===== config.mk =====
export PLATFORM = sky130hd
export DESIGN_NAME = multiword_add_sequencer
export DESIGN_NICKNAME = d
export VERILOG_FILES = /design/src/rtl/multiword_add_sequencer_pkg.sv /design/src/rtl/multiword_add_sequencer_adder.sv /design/src/rtl/multiword_add_sequencer.sv
export SDC_FILE = /design/constraint.sdc
export NUM_CORES = 1
export LEC_CHECK = 0
export ABC_AREA = 1
export CORE_ASPECT_RATIO = 0.75
export CORE_MARGIN = 4
export CORE_UTILIZATION = 35
export CTS_CLUSTER_DIAMETER = 30
export DETAILED_ROUTE_END_ITERATION = 16
export HOLD_SLACK_MARGIN = 0.02
export PLACE_DENSITY = 0.59
export SYNTH_ARGS = -nofsm -noshare
export SYNTH_HDL_FRONTEND = slang
export SYNTH_SLANG_ARGS = --single-unit

===== constraint.sdc =====
create_clock -name clk -period 14.8 [get_ports clk]
set_input_delay 1.48 -clock clk [delete_from_list [all_inputs] [get_ports clk]]
set_output_delay 1.48 -clock clk [all_outputs]
set_load 0.01 [all_outputs]

===== src/rtl/multiword_add_sequencer_pkg.sv =====
// multiword_add_sequencer_pkg: FSM state encoding and word-index width helper
// shared by the multiword add sequencer.
package multiword_add_sequencer_pkg;
  typedef enum logic [1:0] {IDLE = 2'd0, RUN = 2'd1, DONE = 2'd2} state_t;
  function automatic int idx_bits(input int n);
    return (n > 1) ? $clog2(n) : 1;
  endfunction
endpackage


===== src/rtl/multiword_add_sequencer_adder.sv =====
// ripple_carry_adder: NUMBITS-wide ripple carry adder slice used once per word
// by the multiword add sequencer.
module ripple_carry_adder #(
  parameter int NUMBITS = 16
) (
  input  logic [NUMBITS-1:0] A,
  input  logic [NUMBITS-1:0] B,
  input  logic               carryin,
  output logic [NUMBITS-1:0] result,
  output logic               carryout
);
  logic [NUMBITS:0] w_c;
  assign w_c[0] = carryin;
  genvar i;
  for (i = 0; i < NUMBITS; i++) begin : g_fa
    assign result[i]  = A[i] ^ B[i] ^ w_c[i];
    assign w_c[i+1]   = (A[i] & B[i]) | (w_c[i] & (A[i] ^ B[i]));
  end
  assign carryout = w_c[NUMBITS];
endmodule


===== src/rtl/multiword_add_sequencer.sv =====
// multiword_add_sequencer: NUMBITS*NUMWORDS-bit add, one word per cycle LSW first.
// Define SUBTRACT_EN to add the sub port (A-B via inverted B and forced carry-in).
module multiword_add_sequencer
  import multiword_add_sequencer_pkg::*;
#(
  parameter int NUMBITS  = 16,
  parameter int NUMWORDS = 4
) (
  input  logic                        clk,
  input  logic                        rst_n,
  input  logic                        start_valid,
  output logic                        start_ready,
  input  logic [NUMBITS*NUMWORDS-1:0] A,
  input  logic [NUMBITS*NUMWORDS-1:0] B,
  input  logic                        carryin,
`ifdef SUBTRACT_EN
  input  logic                        sub,
`endif
  output logic                        out_valid,
  input  logic                        out_ready,
  output logic [NUMBITS*NUMWORDS-1:0] result,
  output logic                        carryout,
  output logic                        busy
);
  localparam int W  = NUMBITS * NUMWORDS;
  localparam int IW = idx_bits(NUMWORDS);

  state_t              r_state, w_next;
  logic [W-1:0]        r_a, r_b, r_result;
  logic [IW-1:0]       r_idx;
  logic                r_carry, r_carryout;
  logic [NUMBITS-1:0]  w_a, w_b, w_sum;
  logic                w_cout, w_last, w_accept;

  assign w_accept = start_valid && (r_state == IDLE);
  assign w_last   = r_idx == IW'(NUMWORDS - 1);
  assign w_a      = r_a[r_idx*NUMBITS +: NUMBITS];
`ifdef SUBTRACT_EN
  logic r_sub;
  assign w_b = r_b[r_idx*NUMBITS +: NUMBITS] ^ {NUMBITS{r_sub}};
`else
  assign w_b = r_b[r_idx*NUMBITS +: NUMBITS];
`endif

  ripple_carry_adder #(.NUMBITS(NUMBITS)) u_adder (
    .A       (w_a),
    .B       (w_b),
    .carryin (r_carry),
    .result  (w_sum),
    .carryout(w_cout)
  );

  always_comb begin
    w_next = r_state;
    case (r_state)
      IDLE:    w_next = start_valid ? RUN : IDLE;
      RUN:     w_next = w_last ? DONE : RUN;
      DONE:    w_next = out_ready ? IDLE : DONE;
      default: w_next = IDLE;
    endcase
  end

  always_ff @(posedge clk or negedge rst_n) begin
    if (!rst_n) begin
      r_state    <= IDLE;
      r_a        <= '0;
      r_b        <= '0;
      r_result   <= '0;
      r_idx      <= '0;
      r_carry    <= 1'b0;
      r_carryout <= 1'b0;
    end else begin
      r_state <= w_next;
      if (w_accept) begin
        r_a   <= A;
        r_b   <= B;
        r_idx <= '0;
`ifdef SUBTRACT_EN
        r_carry <= sub | carryin;
`else
        r_carry <= carryin;
`endif
      end
      if (r_state == RUN) begin
        r_result[r_idx*NUMBITS +: NUMBITS] <= w_sum;
        r_carry <= w_cout;
        r_idx   <= w_last ? '0 : r_idx + 1'b1;
        if (w_last) r_carryout <= w_cout;
      end
    end
  end

`ifdef SUBTRACT_EN
  always_ff @(posedge clk or negedge rst_n) begin
    if (!rst_n) r_sub <= 1'b0;
    else if (w_accept) r_sub <= sub;
  end
`endif

  assign start_ready = r_state == IDLE;
  assign out_valid   = r_state == DONE;
  assign busy        = r_state != IDLE;
  assign result      = r_result;
  assign carryout    = r_carryout;
endmodule

* After elaboration in Yosys (flattened, before gate mapping) *
Index checks and enable logic that the tools add are counted.
W data, S select, Z words.

word-level totals
  bits in registers = 198
  input bits = 133
  output and inout bits = 68
  word-level logic and storage cells = 111

operators by class
  add/subtract/negate cells = 2
  equal/unequal tests = 3
  shift operators = 4
  muxes and demuxes = 10
  bitwise logic cells = 80
  reduce and logical (&&, ||, !) cells = 5

operator list
  cell                        number
  $shiftx A64 B7 Y16          2
  $bwmux W64                  1
  $shift A16 B34 Y64 const A  1
  $shiftx A16 B34 Y64         1
  $neg A6 Y34                 1
  $and A1 B1 Y1               32
  $xor A1 B1 Y1               32
  $or A1 B1 Y1                16
  $mux W2                     5
  $pmux W2 S3                 1
  $eq A2 B2 Y1 const B        2
  $reduce_bool A2 Y1          2
  $mux W1                     3
  $add A2 B1 Y2 const B       1
  $eq A2 B1 Y1 const B        1
  $logic_not A2 Y1            1
  $reduce_and A2 Y1           1
  $logic_and A1 B1 Y1         1

* Depth between registers and ports, before layout *
Gate-level depths: netlist of the first run.

  depth in word-level cells = 35
  gate-level depth with buffers = 30
  gate-level depth less buffers = 29

* Hierarchy *
Synthesis of the first run repeated with hierarchy kept, for this count alone.

unflattened totals
  cell total of the unflattened synthesis = 1164
  area, all modules = 9608.0 um2

by module, submodules not included
  module                   instances  cells an instance  area each (um2)  sequential area each (um2)
  multiword_add_sequencer  1          1138               9250.1           4954.8
  ripple_carry_adder       1          26                 357.8            0.0

* Worst setup path before layout of the first run *
Ideal clock, no wire load.

  path kind = register -> register
  from = register r_idx[0]
  to = register r_result[63] (netlist: result[63])
  setup time = 0.116 ns
  arrival time = 6.947 ns
  data required time = 14.684 ns
  path slack = 7.736 ns
  stages on the path, launching flop included = 31
  buffers on the path = 1
  clock period less this slack = 7.064 ns
  cell sequence = dfrtp_1 -> inv_2 -> clkbuf_1 -> nand2_1 -> nand3_1 -> nand2_1 -> fa_1 -> fa_1 -> fa_1 -> fa_1 -> fa_1 -> inv_1 -> fa_1 -> fa_1 -> inv_1 -> fa_1 -> fa_1 -> fa_1 -> fa_1 -> fa_1 -> inv_1 -> fa_1 -> inv_1 -> fa_1 -> fa_1 -> inv_1 -> fa_1 -> nand3_1 -> inv_1 -> nand2_1 -> nand2_1

on the way
  cells in the longest elaborated chain, start to end = 35
  elaborated cells on any way between the ends = 83
  classes of those cells = 1 x add/sub; 4 x shift; 1 x mux; 77 x bitwise

RTL lines
  element                                       RTL line                                                                  RTL
  from (decl)                                   multiword_add_sequencer.sv:30                                             logic [IW-1:0] r_idx;
  from (signal assigned)                        multiword_add_sequencer.sv:87                                             r_idx <= w_last ? '0 : r_idx + 1'b1;
  $shiftx A64 B7 Y16, on equally long branches  multiword_add_sequencer.sv:37, multiword_add_sequencer.sv:42
  $xor A1 B1 Y1                                 multiword_add_sequencer_adder.sv:16, multiword_add_sequencer_adder.sv:17
  $and A1 B1 Y1                                 multiword_add_sequencer_adder.sv:17                                       assign w_c[i+1] = (A[i] & B[i]) | (w_c[i] & (A[i] ^ B[i]));
  $or A1 B1 Y1                                  multiword_add_sequencer_adder.sv:17
  $and A1 B1 Y1                                 multiword_add_sequencer_adder.sv:17
  $or A1 B1 Y1                                  multiword_add_sequencer_adder.sv:17
  $and A1 B1 Y1                                 multiword_add_sequencer_adder.sv:17
  $or A1 B1 Y1                                  multiword_add_sequencer_adder.sv:17
  [19 not listed]                               n/a
  $or A1 B1 Y1                                  multiword_add_sequencer_adder.sv:17
  $and A1 B1 Y1                                 multiword_add_sequencer_adder.sv:17
  $or A1 B1 Y1                                  multiword_add_sequencer_adder.sv:17
  $and A1 B1 Y1                                 multiword_add_sequencer_adder.sv:17
  $or A1 B1 Y1                                  multiword_add_sequencer_adder.sv:17
  $xor A1 B1 Y1                                 multiword_add_sequencer_adder.sv:16                                       assign result[i] = A[i] ^ B[i] ^ w_c[i];
  $shiftx A16 B34 Y64                           multiword_add_sequencer.sv:85                                             r_result[r_idx*NUMBITS +: NUMBITS] <= w_sum;
  $bwmux W64 *                                  multiword_add_sequencer.sv:85
  to (signal, indexed assignment)               multiword_add_sequencer.sv:85
  to (decl)                                     multiword_add_sequencer.sv:29                                             logic [W-1:0] r_a, r_b, r_result;

Every way passes the cells marked *; elsewhere a longest branch is shown, timed or not.
A chain may end at the register's enable or synchronous reset.

* Worst setup path in the final report of the first run *
Ends and elaborated chain as after synthesis.

==> results of run 1 <==
-- routing by layer --
metal,up-vias,track usage [%],share of wire (%)
li1,4077,-,-
met1,4060,31.7,48
met4,2,4.00,0.99
met5,-,0,0.056
met2,298,30.0,43
met3,21,4.96,7.6
-- cell usage after synthesis --
cell type	instances
nor2_4	5
nand3_1	211
buf_6	1
nand2_1	554
fa_1	16
nor2_2	1
buf_2	45
dfrtp_1	198
nand4_1	1
nand3_4	1
o21ai_0	17
inv_2	3
clkbuf_1	22
o21ai_1	10
nand2_2	4
buf_4	6
o211ai_1	8
inv_1	42
buf_1	5
ha_1	6
nor2_1	46
o31ai_1	1
-- worst reg2reg max path: cells and delay by family, from the launching register on --
| kind | cells | cell delay, ns |
|---|---|---|
| adder cells (fa/ha/maj) | 16 | 5.50 |
| buffers and inverters | 8 | 1.34 |
| flip-flops | 1 | 0.55 |
| AND/OR/NAND/NOR | 6 | 0.50 |
-- state kept, by name, indices dropped and copies added (netlist names) --
signal,flops
r_a,64
r_b,64
result,64
r_idx,2
r_state,2
carryout,1
r_carry,1
-- metrics by stage --
stage	cells	power (mW)	setup slack (ns)
detailed placement	1678	2.48	6.84
CTS	1709	2.96	6.83
floorplan	1203	1.87	7.74
finish	1709	2.95	6.79
global placement	1678	2.47	6.95
global route	1709	3.19	6.40
-- power by group through the flow --
stage	sequential, mW	clock (mW)	combinational, mW
floorplan	0.899	0	0.974
global placement	0.941	0	1.53
detailed placement	0.938	0	1.55
CTS	0.932	0.469	1.55
global route	0.961	0.495	1.73
finish	0.936	0.461	1.56
-- worst max-delay path by stage --
stage	startpoint	cells after the start	slack [ns]	to
after detailed placement	r_idx[0]	30	6.84	result[63]
after floorplan	r_idx[0]	30	7.74	result[63]
after global routing	r_idx[0]	30	6.40	result[63]
final	r_idx[0]	30	6.79	result[63]
after global placement	r_idx[0]	30	6.95	result[63]
after CTS	r_idx[0]	30	6.83	result[63]
-- cells by family after synthesis --
logic type      synth area share [%]
simple gates                    35.9
flops                           52.0
buf+inv                         5.79
compound gates                  2.13
fa+ha+maj                       4.15
-- final cells by class --
type | count | area, um^2
clock buffers | 20 | 447
clock inverters | 11 | 126
fillers | 2605 | 14100
inverters | 45 | 169
multi-input cells | 881 | 4030
flip-flops and latches | 198 | 4960
well taps | 344 | 430
repair buffers | 210 | 2080
==> run metrics, run 1 <==
status finished, final reports clean; Clock Skew 0.0112 ns; RSZ-0062 raised after global routing false; Mapped Nets 1358; cell internal pwr 1.57 mW; core area 26400 um^2; via-per-instance ratio 4.95; Starting Density 36.1%; crit path kind flip-flop to flip-flop; hold path cells 2; H-tree levels 4; Iter 0 DRT Violations 771; CTS sink cnt 198; Final ANT Viol Nets 0; clock buffer count from CTS 17; Cell Area, Synth 9520 um^2; commonest non-fill, non-tap cell in the layout nand2_1; combinational power share 52.7%; #FFs+latches synth 198; CTS Buffer Depth 2; reg2reg end result[63]; Residual DRC 0; Die Wd 198 um; All-Layer GR Usage 20.7%; fin crit share 54.1%; vias 8458; HPWL after detailed placement 22300 um; post-synthesis area per instance 7.92 um^2; Worst-Skew Late Latency 0.43 ns; static leakage 6.18 nW; switching share of power 46.8%; actual slew at the worst max-slew pin 1.05 ns; # nets final 1508; Fmax 0.125 GHz; Worst Hold Path EP r_b[53]; antenna cells 0; Final Hold Viols 0; Switch Pwr 1.38 mW; WL/cell 17.9 um; final instance area 12200 um^2; die height 151 um; vias in the first global route 8245; Flop pwr share 31.7%; endpoints failing setup 0; Clock Pin Slew Worst Setup and Hold Paths 0.07 ns; Row Count 51; GR Overflow Total 0; min Tclk post-route 8.01 ns; postcts setup bufs 0; pin count of the biggest net entering global routing 105; PD cells 241 nW/um^2; Worst path top cell family by delay adder cells; Port Buf Inserts 200; routed wire length 30600 um; most frequent cells in the layout 553 x nand2_1, 211 x nand3_1, 198 x clkdlybuf4s50_1, 197 x dfrtp_1, 46 x nor2_1; Layout area overhead 28.4%; Min-Delay Path Class flip-flop to flip-flop; worst hold margin 0.472 ns; share of the synthesized area in the top cell type 52.0%; Final Wtd Congestion 0.860; num ports 201; min-delay src r_b[53]; Crit path top cell by count fa_1; Critical Path Max Stage Delay 0.55 ns; Syn Inst Count 1203; area leader, netlist dfrtp_1; share of total power in the clock network 15.6%; synth top area cells dfrtp_1 52%, nand2_1 22%, nand3_1 11%; Max VDD drop 0.116 mV; Worst Reg-to-Reg Cells 30; Max Fanout on Critical Path 39; CTS tree done; Yosys cell types 22; fin util 46.4%; Worst Path Buf+Inv 8; maxcap violations 0; crit start category flip-flop; TritonRoute pass-1 iters 6; Area after DPL 11700 um^2; setup TNS 0 ns; post-CTS sizing 0; r2r startpoint r_idx[0]; Hold Buf Count CTS 0; r2r setup slk 6.79 ns; CP Data Arrival Time 8.34 ns; max-slew violations 0; Seq/Total Area, Yosys 52.0%; CP required 15.13 ns; DIE AREA 29900 um^2; Worst setup EP type flip-flop; Critical Path Slowest Stage Cell dfrtp_2; Root Driver clkbuf_16; global-route wire length before repair 47800 um; Slew headroom 30.1%; Ys Warns 0; layout cells sized above 1 4.18%; initial antenna violation count 1
(Power assumes the default switching activity.)
==> run 2: changes to the inputs <==
==> constraint.sdc (replaced) <==
create_clock -name clk -period 8.15 [get_ports clk]
set_input_delay 0.815 -clock clk [delete_from_list [all_inputs] [get_ports clk]]
set_output_delay 0.815 -clock clk [all_outputs]
set_load 0.01 [all_outputs]
==> run metrics, run 2 (synthesis gave the netlist of run 1 again) <==
Max VDD drop 0.252 mV; Clock Pin Slew Worst Setup and Hold Paths 0.07 ns; initial antenna violation count 0; GR Overflow Total 0; H-tree levels 4; layout cells sized above 1 4.46%; Hold Buf Count CTS 0; DP Worst Slack 0.751 ns; actual slew at the worst max-slew pin 0.808 ns; core area 26400 um^2; endpoints failing setup 0; Root Driver clkbuf_16; crit start category flip-flop; Slew headroom 45.9%; PD cells 433 nW/um^2; min Tclk post-route 7.42 ns; max-slew violations 0; Final Hold Viols 0; CP Data Arrival Time 7.75 ns; postcts setup bufs 0; Die Wd 198 um; maxcap violations 0; antenna cells 0; Max Fanout on Critical Path 34; # nets final 1511; worst hold margin 0.412 ns; status finished, final reports clean; Critical Path Max Stage Delay 0.55 ns; CP required 8.48 ns; Final Wtd Congestion 0.891; combinational power share 52.8%; Port Buf Inserts 200; overall power 5.28 mW; Crit path top cell by count fa_1; HPWL after detailed placement 22300 um; share of total power in the clock network 14.9%; r2r startpoint r_idx[0]; num ports 201; Worst setup EP type flip-flop; Flop pwr share 32.3%; CTS Buffer Depth 2; RSZ-0062 raised after global routing false; Switch Pwr 2.49 mW; post-CTS sizing 0; static leakage 6.16 nW; die height 151 um; All-Layer GR Usage 20.4%; Worst Reg-to-Reg Cells 29; DIE AREA 29900 um^2; Residual DRC 0; Multi-input gate area 4030 um^2; final setup margin 0.735 ns; Iter 0 DRT Violations 827; FF+latch area 4960 um^2; vias in the first global route 8171; Critical Path Slowest Stage Cell dfrtp_2; clock buffer count from CTS 17; CTS sink cnt 198; r2r setup slk 0.73 ns; Layout area overhead 28.2%; Row Count 51; TritonRoute pass-1 iters 5; Starting Density 36.1%; cell internal pwr 2.79 mW; crit path kind flip-flop to flip-flop; Min-Delay Path Class input pin to async pin; Clock Skew 0.0187 ns; pin count of the biggest net entering global routing 94; commonest non-fill, non-tap cell in the layout nand2_1; Worst-Skew Late Latency 0.44 ns; Final ANT Viol Nets 0; WL/cell 17.8 um; global-route wire length before repair 47000 um; routed wire length 30500 um; vias 8343; Fmax 0.135 GHz; reg2reg end result[63]; # fillers 2597; setup TNS 0 ns; fin crit share 91.0%; switching share of power 47.2%; most frequent cells in the layout 553 x nand2_1, 211 x nand3_1, 198 x clkdlybuf4s50_1, 197 x dfrtp_1, 46 x nor2_1; via-per-instance ratio 4.87; CTS tree done
## run 2: final cells by class
type                    instances  share of cell area [%]
flip-flops and latches        198                    40.6
multi-input cells             881                    33.0
inverters                      45                    1.38
clock buffers                  19                    3.55
repair buffers                213                    17.2
well taps                     344                    3.52
clock inverters                13                   0.799
## run 2: power by group through the flow
stage          combinational (mW)  clock, mW  sequential, mW
3_3_place_gp                 2.76          0            1.72
2_1_floorplan                1.77          0            1.63
6_report                     2.79      0.785            1.71
3_5_place_dp                 2.79          0            1.71
5_1_grt                      3.12      0.835            1.75
4_1_cts                      2.80      0.798            1.70
## run 2: critical path, delay by kind of cell (launching register included)
| kind | cells | cell delay, ns |
|---|---|---|
| buffers and inverters | 8 | 1.05 |
| DFF | 1 | 0.55 |
| and+or+nand+nor | 6 | 0.51 |
| adders and majority gates | 15 | 5.19 |
## run 2: per-layer routing
layer / vias up / track usage, % / share of wire, %
li1: 4092 / - / -
met1: 3976 / 31.1 / 49
met2: 255 / 30.3 / 43
met3: 20 / 4.07 / 6.9
met4: 0 / 4.20 / 0.99
met5: - / 0 / 0
## run 2: metrics by stage
step	utilization, %	cell area (um^2)	cells
2_1_floorplan	-	9520	1203
3_3_place_gp	44.3	11700	1681
3_5_place_dp	44.3	11700	1681
4_1_cts	46.3	12200	1713
5_1_grt	46.3	12200	1713
6_report	46.3	12200	1713
## run 2: worst max path at each step
stage	startpoint	end	slack, ns
after floorplan	r_idx[0]	result[63]	1.09
after global placement	r_idx[0]	result[63]	0.94
after detailed placement	r_idx[0]	result[63]	0.75
after CTS	r_idx[0]	result[63]	0.75
after global routing	r_idx[0]	result[63]	0.38
final	r_idx[0]	result[63]	0.73
